===== config.mk =====
export PLATFORM = sky130hd
export DESIGN_NAME = rc4_encrypt_fsm
export DESIGN_NICKNAME = d
export VERILOG_FILES = /design/src/rtl/rc4_pkg.sv /design/src/rtl/rc4_ksa.sv /design/src/rtl/rc4_encrypt_fsm.sv
export SDC_FILE = /design/constraint.sdc
export NUM_CORES = 1
export LEC_CHECK = 0
export ABC_AREA = 1
export BUFFER_PORTS_ARGS = -buffer_cell sky130_fd_sc_hd__buf_2
export CORE_UTILIZATION = 40
export CTS_CLUSTER_DIAMETER = 30
export CTS_CLUSTER_SIZE = 14
export DETAILED_ROUTE_END_ITERATION = 12
export GPL_TIMING_DRIVEN = 0
export PLACE_DENSITY = 0.69
export SLEW_MARGIN = 40
export SYNTH_ARGS = -nofsm -noshare
export SYNTH_HDL_FRONTEND = slang
export SYNTH_SLANG_ARGS = --single-unit

===== constraint.sdc =====
create_clock -name clk -period 5.15 [get_ports clk]
set_clock_uncertainty 0.2 [all_clocks]
set_input_delay 0.2575 -clock clk [delete_from_list [all_inputs] [get_ports clk]]
set_output_delay 0.2575 -clock clk [all_outputs]
set_load 0.05 [all_outputs]

===== src/rtl/rc4_pkg.sv =====
// Shared types and helpers for the RC4 encryptor: FSM state encodings, S-box size,
// key byte selection and the printable-ASCII window used by the optional plaintext checker.
package rc4_pkg;

  localparam int unsigned S_SIZE = 256;
  localparam int unsigned KEY_W  = 24;

  localparam logic [7:0] PRINT_LO = 8'h20;
  localparam logic [7:0] PRINT_HI = 8'h7E;

  // Key-scheduling sub-FSM (INIT + shuffle).
  typedef enum logic [2:0] {
    KsaIdle,
    KsaInit,
    KsaRdI,
    KsaGetI,
    KsaRdJ,
    KsaGetJ,
    KsaWrI,
    KsaWrJ
  } ksa_state_e;

  // Top-level FSM: idle, key scheduling, PRGA byte loop, done.
  typedef enum logic [3:0] {
    StIdle,
    StKsa,
    StRdI,
    StGetI,
    StRdJ,
    StGetJ,
    StWrI,
    StWrJ,
    StRdF,
    StGetF,
    StWrC,
    StDone
  } enc_state_e;

  // Key byte idx of an nbytes-long key, byte 0 being the most significant one.
  function automatic logic [7:0] key_byte(input logic [KEY_W-1:0] key,
                                          input logic [1:0]       idx,
                                          input int unsigned      nbytes);
    logic [KEY_W-1:0] sh;
    sh = key >> (8 * (nbytes - 1 - 32'(idx)));
    return sh[7:0];
  endfunction

endpackage


===== src/rtl/rc4_ksa.sv =====
// RC4 key scheduling: fills S with the identity permutation, then runs the 256-step
// key-dependent shuffle. Started by a one-cycle start_i, reports completion with a
// combinational complete_o during the final write. stop_i freezes it with all enables low.
module rc4_ksa
  import rc4_pkg::*;
#(
  parameter int unsigned KEY_BYTES = 3
) (
  input  logic             clk_i,
  input  logic             rst_ni,
  input  logic             start_i,
  input  logic             stop_i,
  input  logic [KEY_W-1:0] key_i,
  input  logic [7:0]       s_rdata_i,
  output logic [7:0]       s_address_o,
  output logic [7:0]       s_data_o,
  output logic             s_wren_o,
  output logic             s_rden_o,
  output logic             complete_o
);

  localparam logic [7:0] LastIdx = 8'(S_SIZE - 1);
  localparam logic [1:0] LastKey = 2'(KEY_BYTES - 1);

  ksa_state_e state_q, state_d;
  logic [7:0] i_q, i_d;
  logic [7:0] j_q, j_d;
  logic [7:0] si_q, si_d;
  logic [7:0] sj_q, sj_d;
  logic [1:0] kidx_q, kidx_d;

  // State and index registers, synchronous active-low reset.
  always_ff @(posedge clk_i) begin
    if (!rst_ni) begin
      state_q <= KsaIdle;
      i_q     <= '0;
      j_q     <= '0;
      si_q    <= '0;
      sj_q    <= '0;
      kidx_q  <= '0;
    end else begin
      state_q <= state_d;
      i_q     <= i_d;
      j_q     <= j_d;
      si_q    <= si_d;
      sj_q    <= sj_d;
      kidx_q  <= kidx_d;
    end
  end

  // Next state and S-memory requests; nothing advances while stopped.
  always_comb begin
    state_d     = state_q;
    i_d         = i_q;
    j_d         = j_q;
    si_d        = si_q;
    sj_d        = sj_q;
    kidx_d      = kidx_q;
    s_address_o = '0;
    s_data_o    = '0;
    s_wren_o    = 1'b0;
    s_rden_o    = 1'b0;
    complete_o  = 1'b0;
    if (!stop_i) begin
      unique case (state_q)
        KsaIdle: begin
          if (start_i) begin
            state_d = KsaInit;
            i_d     = '0;
          end
        end
        KsaInit: begin
          s_address_o = i_q;
          s_data_o    = i_q;
          s_wren_o    = 1'b1;
          i_d         = i_q + 8'd1;
          if (i_q == LastIdx) begin
            state_d = KsaRdI;
            j_d     = '0;
            kidx_d  = '0;
          end
        end
        KsaRdI: begin
          s_address_o = i_q;
          s_rden_o    = 1'b1;
          state_d     = KsaGetI;
        end
        KsaGetI: begin
          si_d    = s_rdata_i;
          j_d     = j_q + s_rdata_i + key_byte(key_i, kidx_q, KEY_BYTES);
          state_d = KsaRdJ;
        end
        KsaRdJ: begin
          s_address_o = j_q;
          s_rden_o    = 1'b1;
          state_d     = KsaGetJ;
        end
        KsaGetJ: begin
          sj_d    = s_rdata_i;
          state_d = KsaWrI;
        end
        KsaWrI: begin
          s_address_o = i_q;
          s_data_o    = sj_q;
          s_wren_o    = 1'b1;
          state_d     = KsaWrJ;
        end
        KsaWrJ: begin
          s_address_o = j_q;
          s_data_o    = si_q;
          s_wren_o    = 1'b1;
          if (i_q == LastIdx) begin
            complete_o = 1'b1;
            state_d    = KsaIdle;
            i_d        = '0;
            j_d        = '0;
          end else begin
            i_d     = i_q + 8'd1;
            kidx_d  = (kidx_q == LastKey) ? 2'd0 : kidx_q + 2'd1;
            state_d = KsaRdI;
          end
        end
        default: state_d = KsaIdle;
      endcase
    end
  end

endmodule


===== src/rtl/rc4_encrypt_fsm.sv =====
// RC4 encryptor top: latches the key, runs rc4_ksa over the shared S-memory port, then
// generates the keystream and writes ct[k] = keystream ^ pt[k] for every message byte.
// Optional macro RC4E_CHECK_EN adds a sticky non-printable-plaintext flag (bad_char).
module rc4_encrypt_fsm
  import rc4_pkg::*;
#(
  parameter int unsigned MSG_LEN   = 32,
  parameter int unsigned ADDR_W    = 5,
  parameter int unsigned KEY_BYTES = 3
) (
  input  logic              clk,
  input  logic              reset_n,
  input  logic              start,
  input  logic              stop,
  input  logic [23:0]       secret_key,
  output logic [7:0]        s_address,
  output logic [7:0]        s_data,
  output logic              s_wren,
  output logic              s_rden,
  input  logic [7:0]        s_q,
  output logic [ADDR_W-1:0] pt_address,
  output logic              pt_rden,
  input  logic [7:0]        pt_q,
  output logic [ADDR_W-1:0] ct_address,
  output logic [7:0]        ct_data,
  output logic              ct_wren,
  output logic              busy,
  output logic              done,
  output logic              bad_char
);

  localparam logic [ADDR_W-1:0] LastK = ADDR_W'(MSG_LEN - 1);

  enc_state_e        state_q, state_d;
  logic [7:0]        i_q, i_d;
  logic [7:0]        j_q, j_d;
  logic [ADDR_W-1:0] k_q, k_d;
  logic [7:0]        si_q, si_d;
  logic [7:0]        sj_q, sj_d;
  logic [7:0]        f_q, f_d;
  logic [7:0]        p_q, p_d;
  logic [23:0]       key_q, key_d;

  // Read data is only valid the cycle after a read; keep the last value so a GET state
  // frozen by stop still sees the data its read returned.
  logic       s_vld_q, s_vld_d;
  logic [7:0] s_hold_q, s_hold_d;
  logic       pt_vld_q, pt_vld_d;
  logic [7:0] pt_hold_q, pt_hold_d;
  logic [7:0] s_rdata;
  logic [7:0] pt_rdata;

  assign s_rdata  = s_vld_q ? s_q : s_hold_q;
  assign pt_rdata = pt_vld_q ? pt_q : pt_hold_q;

  logic       ksa_start;
  logic [7:0] ksa_address;
  logic [7:0] ksa_data;
  logic       ksa_wren;
  logic       ksa_rden;
  logic       ksa_complete;

`ifdef RC4E_CHECK_EN
  logic bad_set;
`endif

  rc4_ksa #(
    .KEY_BYTES (KEY_BYTES)
  ) u_ksa (
    .clk_i       (clk),
    .rst_ni      (reset_n),
    .start_i     (ksa_start),
    .stop_i      (stop),
    .key_i       (key_q),
    .s_rdata_i   (s_rdata),
    .s_address_o (ksa_address),
    .s_data_o    (ksa_data),
    .s_wren_o    (ksa_wren),
    .s_rden_o    (ksa_rden),
    .complete_o  (ksa_complete)
  );

  // State, PRGA datapath and read-hold registers, synchronous active-low reset.
  always_ff @(posedge clk) begin
    if (!reset_n) begin
      state_q   <= StIdle;
      i_q       <= '0;
      j_q       <= '0;
      k_q       <= '0;
      si_q      <= '0;
      sj_q      <= '0;
      f_q       <= '0;
      p_q       <= '0;
      key_q     <= '0;
      s_vld_q   <= 1'b0;
      s_hold_q  <= '0;
      pt_vld_q  <= 1'b0;
      pt_hold_q <= '0;
    end else begin
      state_q   <= state_d;
      i_q       <= i_d;
      j_q       <= j_d;
      k_q       <= k_d;
      si_q      <= si_d;
      sj_q      <= sj_d;
      f_q       <= f_d;
      p_q       <= p_d;
      key_q     <= key_d;
      s_vld_q   <= s_vld_d;
      s_hold_q  <= s_hold_d;
      pt_vld_q  <= pt_vld_d;
      pt_hold_q <= pt_hold_d;
    end
  end

  // Next state, memory port mux and outputs; stop freezes state with every enable low.
  always_comb begin
    state_d    = state_q;
    i_d        = i_q;
    j_d        = j_q;
    k_d        = k_q;
    si_d       = si_q;
    sj_d       = sj_q;
    f_d        = f_q;
    p_d        = p_q;
    key_d      = key_q;
    ksa_start  = 1'b0;
    s_address  = '0;
    s_data     = '0;
    s_wren     = 1'b0;
    s_rden     = 1'b0;
    pt_address = '0;
    pt_rden    = 1'b0;
    ct_address = '0;
    ct_data    = '0;
    ct_wren    = 1'b0;
    done       = 1'b0;
    busy       = (state_q != StIdle) && (state_q != StDone);
`ifdef RC4E_CHECK_EN
    bad_set    = 1'b0;
`endif
    if (!stop) begin
      unique case (state_q)
        StIdle: begin
          if (start) begin
            ksa_start = 1'b1;
            key_d     = secret_key;
            state_d   = StKsa;
          end
        end
        StKsa: begin
          s_address = ksa_address;
          s_data    = ksa_data;
          s_wren    = ksa_wren;
          s_rden    = ksa_rden;
          if (ksa_complete) begin
            i_d     = '0;
            j_d     = '0;
            k_d     = '0;
            state_d = StRdI;
          end
        end
        StRdI: begin
          s_address = i_q + 8'd1;
          s_rden    = 1'b1;
          i_d       = i_q + 8'd1;
          state_d   = StGetI;
        end
        StGetI: begin
          si_d    = s_rdata;
          j_d     = j_q + s_rdata;
          state_d = StRdJ;
        end
        StRdJ: begin
          s_address = j_q;
          s_rden    = 1'b1;
          state_d   = StGetJ;
        end
        StGetJ: begin
          sj_d    = s_rdata;
          state_d = StWrI;
        end
        StWrI: begin
          s_address = i_q;
          s_data    = sj_q;
          s_wren    = 1'b1;
          state_d   = StWrJ;
        end
        StWrJ: begin
          s_address = j_q;
          s_data    = si_q;
          s_wren    = 1'b1;
          state_d   = StRdF;
        end
        StRdF: begin
          s_address  = si_q + sj_q;
          s_rden     = 1'b1;
          pt_address = k_q;
          pt_rden    = 1'b1;
          state_d    = StGetF;
        end
        StGetF: begin
          f_d     = s_rdata;
          p_d     = pt_rdata;
`ifdef RC4E_CHECK_EN
          bad_set = (pt_rdata < PRINT_LO) || (pt_rdata > PRINT_HI);
`endif
          state_d = StWrC;
        end
        StWrC: begin
          ct_address = k_q;
          ct_data    = f_q ^ p_q;
          ct_wren    = 1'b1;
          if (k_q == LastK) begin
            state_d = StDone;
          end else begin
            k_d     = k_q + ADDR_W'(1);
            state_d = StRdI;
          end
        end
        StDone: begin
          done    = 1'b1;
          state_d = StIdle;
        end
        default: state_d = StIdle;
      endcase
    end
    s_vld_d   = s_rden;
    s_hold_d  = s_rdata;
    pt_vld_d  = pt_rden;
    pt_hold_d = pt_rdata;
  end

`ifdef RC4E_CHECK_EN
  logic bad_q, bad_d;

  // Sticky flag, cleared when a new run is accepted.
  always_comb begin
    bad_d = bad_q;
    if (ksa_start) begin
      bad_d = 1'b0;
    end else if (bad_set) begin
      bad_d = 1'b1;
    end
  end

  // Flag register, synchronous active-low reset.
  always_ff @(posedge clk) begin
    if (!reset_n) begin
      bad_q <= 1'b0;
    end else begin
      bad_q <= bad_d;
    end
  end

  assign bad_char = bad_q;
`else
  assign bad_char = 1'b0;
`endif

endmodule


After elaboration in Yosys (flattened, before gate mapping)
Index checks and enable logic that the tools add are counted.
{"block": "word_totals", "register_bits": 136, "inputBits": 44, "elab_cells": 147}
{"block": "op_classes", "add_sub_neg": 9, "n_eq_ne": 29, "n_shift": 1, "n_mux": 55, "bitwise_logic": 2, "n_reduce_logical": 32}
{"cell": "8-bit 2-to-1 mux", "count": 10}
{"cell": "8-bit case mux with 3 select lines", "count": 3}
{"cell": "8-bit case mux with 2 select lines", "count": 4}
{"cell": "4-bit case mux with 11 select lines", "count": 1}
{"cell": "8-bit case mux with 5 select lines", "count": 1}
{"cell": "8-bit adder", "count": 4}
{"cell": "24-bit by 32-bit right shift with 8-bit output", "count": 1}
{"cell": "5-bit 2-to-1 mux", "count": 6}
{"cell": "3-bit case mux with 8 select lines", "count": 1}
{"cell": "3-bit AND reduction", "count": 7}
{"cell": "8-bit by 1-bit adder with 8-bit output, second input constant", "count": 2}
{"cell": "4-bit by 3-bit == test with 1-bit output, second input constant", "count": 4}
{"cell": "4-bit == test, second input constant", "count": 4}
{"cell": "1-bit 2-to-1 mux", "count": 16}
{"cell": "3-bit == test, second input constant", "count": 4}
{"cell": "4-bit 2-to-1 mux", "count": 3}
{"cell": "2-bit != test, second input constant", "count": 5}
{"cell": "5-bit case mux with 2 select lines", "count": 1}
{"cell": "2-bit AND reduction", "count": 5}
{"cell": "2-bit nonzero test", "count": 5}
{"cell": "2-bit OR reduction", "count": 5}
{"cell": "3-bit OR reduction", "count": 3}
{"cell": "4-bit by 2-bit == test with 1-bit output, second input constant", "count": 2}
{"cell": "8-bit == test, second input constant", "count": 1}
{"cell": "other kinds (22)", "count": 30}

Longest topological paths before layout
{"block": "logic_depth", "word_depth": 6, "depth_mapped": 20, "ltp_nobuf": 17}

By module
A second synthesis with hierarchy kept.
{"block": "hier_totals", "cells_unflattened": 1225, "hier_area_um2": 7970.1}
{"mod": "rc4_encrypt_fsm", "instances": 1, "cells_each": 836, "area_per_inst_um2": 5401.4, "seq_area_each_um2": 1981.9}
{"mod": "rc4_ksa", "instances": 1, "cells_each": 389, "area_per_inst_um2": 2568.7, "seq_area_each_um2": 740.7}

Least setup slack after synthesis
Ideal clock, no wire load.
{"block": "synth_path", "kind": "register -> register", "startpoint": "reg u_ksa.kidx_q[0]", "endpoint": "reg u_ksa.j_q[7]", "arrival_ns": 3.352, "required_time_ns": 4.818, "slack_ns": 1.466, "path_stages_with_launch": 20, "n_path_buf": 3, "synth_period_minus_slack_ns": 3.684, "path_cell_list": "dfxtp_1 > buf_2 > clkinv_1 > clkbuf_1 > ha_1 > clkbuf_1 > o21ai_0 > o22ai_1 > nand2_1 > fa_1 > inv_1 > ha_1 > inv_1 > fa_1 > nor3_1 > nor2_1 > inv_1 > nand2_1 > nand3_1 > a21oi_1"}
{"block": "synth_via", "elab_chain_cells": 4}
{"item": "from (decl)", "line": "rc4_ksa.sv:30", "source": "logic [1:0] kidx_q, kidx_d;"}
{"item": "from (signal assigned)", "line": "rc4_ksa.sv:47", "source": "kidx_q <= kidx_d;"}
{"item": "2-bit by 2-bit subtractor with 3-bit output", "line": "rc4_pkg.sv:44", "source": "sh = key >> (8 * (nbytes - 1 - 32'(idx)));"}
{"item": "24-bit by 32-bit right shift with 8-bit output", "line": "rc4_pkg.sv:44"}
{"item": "8-bit adder", "line": "rc4_ksa.sv:90", "source": "j_d = j_q + s_rdata_i + key_byte(key_i, kidx_q, KEY_BYTES);"}
{"item": "8-bit case mux with 2 select lines", "line": "rc4_ksa.sv:65", "source": "unique case (state_q)"}
{"item": "to (signal assigned)", "line": "rc4_ksa.sv:44", "source": "j_q <= j_d;"}
{"item": "to (decl)", "line": "rc4_ksa.sv:27", "source": "logic [7:0] j_q, j_d;"}
No other way between the ends.
A chain may end at the register's enable or synchronous reset.

Worst setup path after layout
Same ends and word-level chain as after synthesis.

==> flow_summary.json <==
{
  "fillers": 1943,
  "arrival_ns": 4.38,
  "ctsRootBufferMaster": "clkbuf_16",
  "clk_latency_ns": 0.42,
  "std_cell_rows": 50,
  "cts-htree-levels": 4,
  "track_usage_pct": 23.4,
  "dieArea_um2": 20300,
  "synth_area_leader_cell": "dfxtp_1",
  "syn_nets": 1240,
  "grt_pass1_wl_um": 36800,
  "final_nets": 1373,
  "setup_viol": 0,
  "setup_tns_ns": 0,
  "async_reset_ff_share_pct": 0,
  "dr.pass1.iters": 5,
  "cp_slowest_cell": "fa_1",
  "grt_pass1_vias": 7312,
  "slew_violations": 0,
  "vias": 7858,
  "cts_buffers": 17,
  "synth_area_um2": 7890,
  "synth_top_area_share_pct": 34.5,
  "status": "finished, final reports clean",
  "hold_path.startpoint": "s_q[6]",
  "numPortBuffers": 82,
  "max-vdd-ir-drop_mv": 0.217,
  "yosys-top-cells-area": "dfxtp_1 35%, nand2_1 10%, nor2_1 7.9%, a21oi_1 7.7%, inv_1 6.6%",
  "place.gp.congestion": 0.890,
  "hold_slack_ns": 0.0245,
  "cp_cell_sequence": "buf_2 > clkinv_1 > clkbuf_1 > ha_1 > clkbuf_1 > o21ai_0 > o22ai_1 > nand2_1 > fa_1 > inv_1 > ha_1 > inv_1 > fa_1 > nor3_1 > nor2_1 > inv_1 > nand2_1 > nand3_1 > a21oi_1",
  "avgSynthCellArea_um2": 6.80,
  "r2r_slack_ns": 0.84,
  "die_h_um": 142,
  "drc_errors": 0,
  "antenna_found_initial": 0,
  "pin_count": 85,
  "period_needed_ns": 4.31,
  "synth_edf_count": 0,
  "holdPathStages": 4,
  "cts_tree": "yes",
  "period_share_pct": 83.7,
  "synth_warnings": 0,
  "worst-path-max-fanout": 10,
  "crit_type": "register to register",
  "drive_gt1_share_pct": 15.0,
  "multi_input_area_um2": 4370,
  "cp_num_buf_inv": 7,
  "synthCells": 1159,
  "initial_core_util_pct": 41.5,
  "yosysMostFrequentCell": "nand2_1",
  "die_x_um": 142,
  "ys_ff_latch": 136,
  "cp-end-kind": "register",
  "rsz0062_at_grt": "no",
  "hold_violations": 0,
  "crit_path_frequent_cell": "inv_1",
  "regArea_um2": 2720,
  "drt-initial-drc-count": 491,
  "grt_max_degree": 17,
  "max-cap-violations": 0,
  "post_cts_buffers": 0,
  "dp_hpwl_um": 17000,
  "cp.required_ns": 5.22,
  "core_area_um2": 19000,
  "clkSinkCount": 136,
  "synthFlopType": "dfxtp_1",
  "worst_pin_slew_ns": 0.680,
  "clock_path_buffers": 2,
  "insertedDiodeCount": 0,
  "relSlewSlack_pct": 54.7,
  "ant_nets": 0,
  "fmax_mhz": 232,
  "area_growth_pct": 20.8,
  "wl_um": 22900,
  "ys_seq_area_share_pct": 34.5,
  "rr_startpoint": "u_ksa.kidx_q[0]$_SDFFE_PN0P_",
  "clkTransAtPathRegs_ns": 0.06,
  "hold_class": "input pin to register",
  "holdPathEnd": "s_hold_q[6]$_SDFF_PN0_",
  "ys_top_cells_by_count": "215 x nand2_1, 165 x nor2_1, 139 x inv_1",
  "critPathTopFamily": "adder cells",
  "worst_setup_path_start_kind": "register",
  "viasPerCell": 5.02,
  "wl_per_cell_um": 14.6,
  "grt_overflow": 0,
  "p_per_area_nw_per_um2": 316,
  "r2r_cells": 19,
  "r2r-end": "u_ksa.j_q[7]$_SDFFE_PN0P_",
  "p_leak_uw": 0.00413,
  "synth_cell_type_count": 50,
  "slowest_delay_ns": 0.44
}
[cell type report]
type | count | share of cell area (%)
multi-input cells | 823 | 45.9
flip-flops and latches | 136 | 28.6
repair buffers | 114 | 7.67
inverters | 157 | 6.19
clock buffers | 19 | 4.65
well taps | 260 | 3.41
plain buffers | 43 | 2.10
clock inverters | 12 | 1.51
[cell usage in the layout (no fill, tap or decap), drive strengths merged, types with 12 or more instances in the layout]
cell and n:
a211oi 12, nor2 177, inv 160, dlygate4sd3 32
dfxtp 136, ha 27, nand2 219, clkbuf 40
or2 17, o21ai 100, o22ai 23, buf 104
nand3 50, a21oi 123, nor3 12
[worst min-delay path, stage by stage]
cell and delay, ns:
buf_2 0.07, or2_2 0.09, o21ai_0 0.09, nor2_1 0.10
[cells by family (layout without fill, tap and decap cells)]
logic type	Yosys count	count (layout)	synth area share, %
adder cells (fa/ha/maj)	37	37	6.82
multiplexers	8	8	1.02
flip-flops	136	136	34.5
buffers and inverters	200	345	10.0
AO/OA/AOI/OAI	275	275	18.9
XOR/XNOR	9	9	1.00
AND/OR/NAND/NOR	493	493	27.7
other	1	1	0.0476
[stage by stage]
step / util [%] / worst slack [ns] / power, uW / area [um^2] / cells
after floorplan: - / 1.47 / 1610 / 7890 / 1159
final: 50.1 / 0.839 / 3010 / 9530 / 1564
after detailed placement: 45.3 / 0.932 / 1780 / 8620 / 1501
after global routing: 50.1 / 0.469 / 3160 / 9530 / 1564
after CTS: 50.1 / 0.899 / 3020 / 9530 / 1564
after global placement: 45.3 / 0.975 / 1770 / 8620 / 1501
[timing repair]
item / CTS / global route
hold buffers: 32 / 0
gates resized for setup: 0 / 0
endpoints found under the hold margin: 32 / 0
[routing by layer]
metal  global-route usage (%)  share of wire [%]  vias to the layer above
li1                         -                  -                     4041
met1                     32.0                 48                     3566
met2                     37.0                 44                      215
met3                     4.10                5.5                       36
met4                     8.09                2.3                        0
met5                        0                  0                        -
[power by group]
| part | total (uW) | internal (uW) | switching [uW] |
|---|---|---|---|
| Sequential | 1150 | 1110 | 40.6 |
| Combinational | 638 | 206 | 432 |
| Clock | 1220 | 732 | 493 |
[flip-flops by register name (all words and copies together), names as in the netlist]
name,flops
u_ksa.i_q,8
s_vld_q,1
p_q,8
u_ksa.kidx_q,2
key_q,24
u_ksa.sj_q,8
s_hold_q,8
sj_q,8
u_ksa.state_q,3
k_q,5
u_ksa.j_q,8
i_q,8
si_q,8
u_ksa.si_q,8
f_q,8
pt_hold_q,8
j_q,8
pt_vld_q,1
state_q,4
[how the worst max path moves through the flow]
stage                                      start                   endpoint  slack (ns)  cells past startpoint
floorplan           u_ksa.kidx_q[0]$_SDFFE_PN0P_  u_ksa.j_q[7]$_SDFFE_PN0P_        1.47                     19
global placement    u_ksa.kidx_q[0]$_SDFFE_PN0P_  u_ksa.j_q[7]$_SDFFE_PN0P_        0.98                     19
detailed placement  u_ksa.kidx_q[0]$_SDFFE_PN0P_  u_ksa.j_q[7]$_SDFFE_PN0P_        0.93                     19
CTS                 u_ksa.kidx_q[0]$_SDFFE_PN0P_  u_ksa.j_q[7]$_SDFFE_PN0P_        0.90                     19
global route        u_ksa.kidx_q[0]$_SDFFE_PN0P_  u_ksa.j_q[7]$_SDFFE_PN0P_        0.47                     18
finish              u_ksa.kidx_q[0]$_SDFFE_PN0P_  u_ksa.j_q[7]$_SDFFE_PN0P_        0.84                     19
Power figures use the tool's default switching activity.
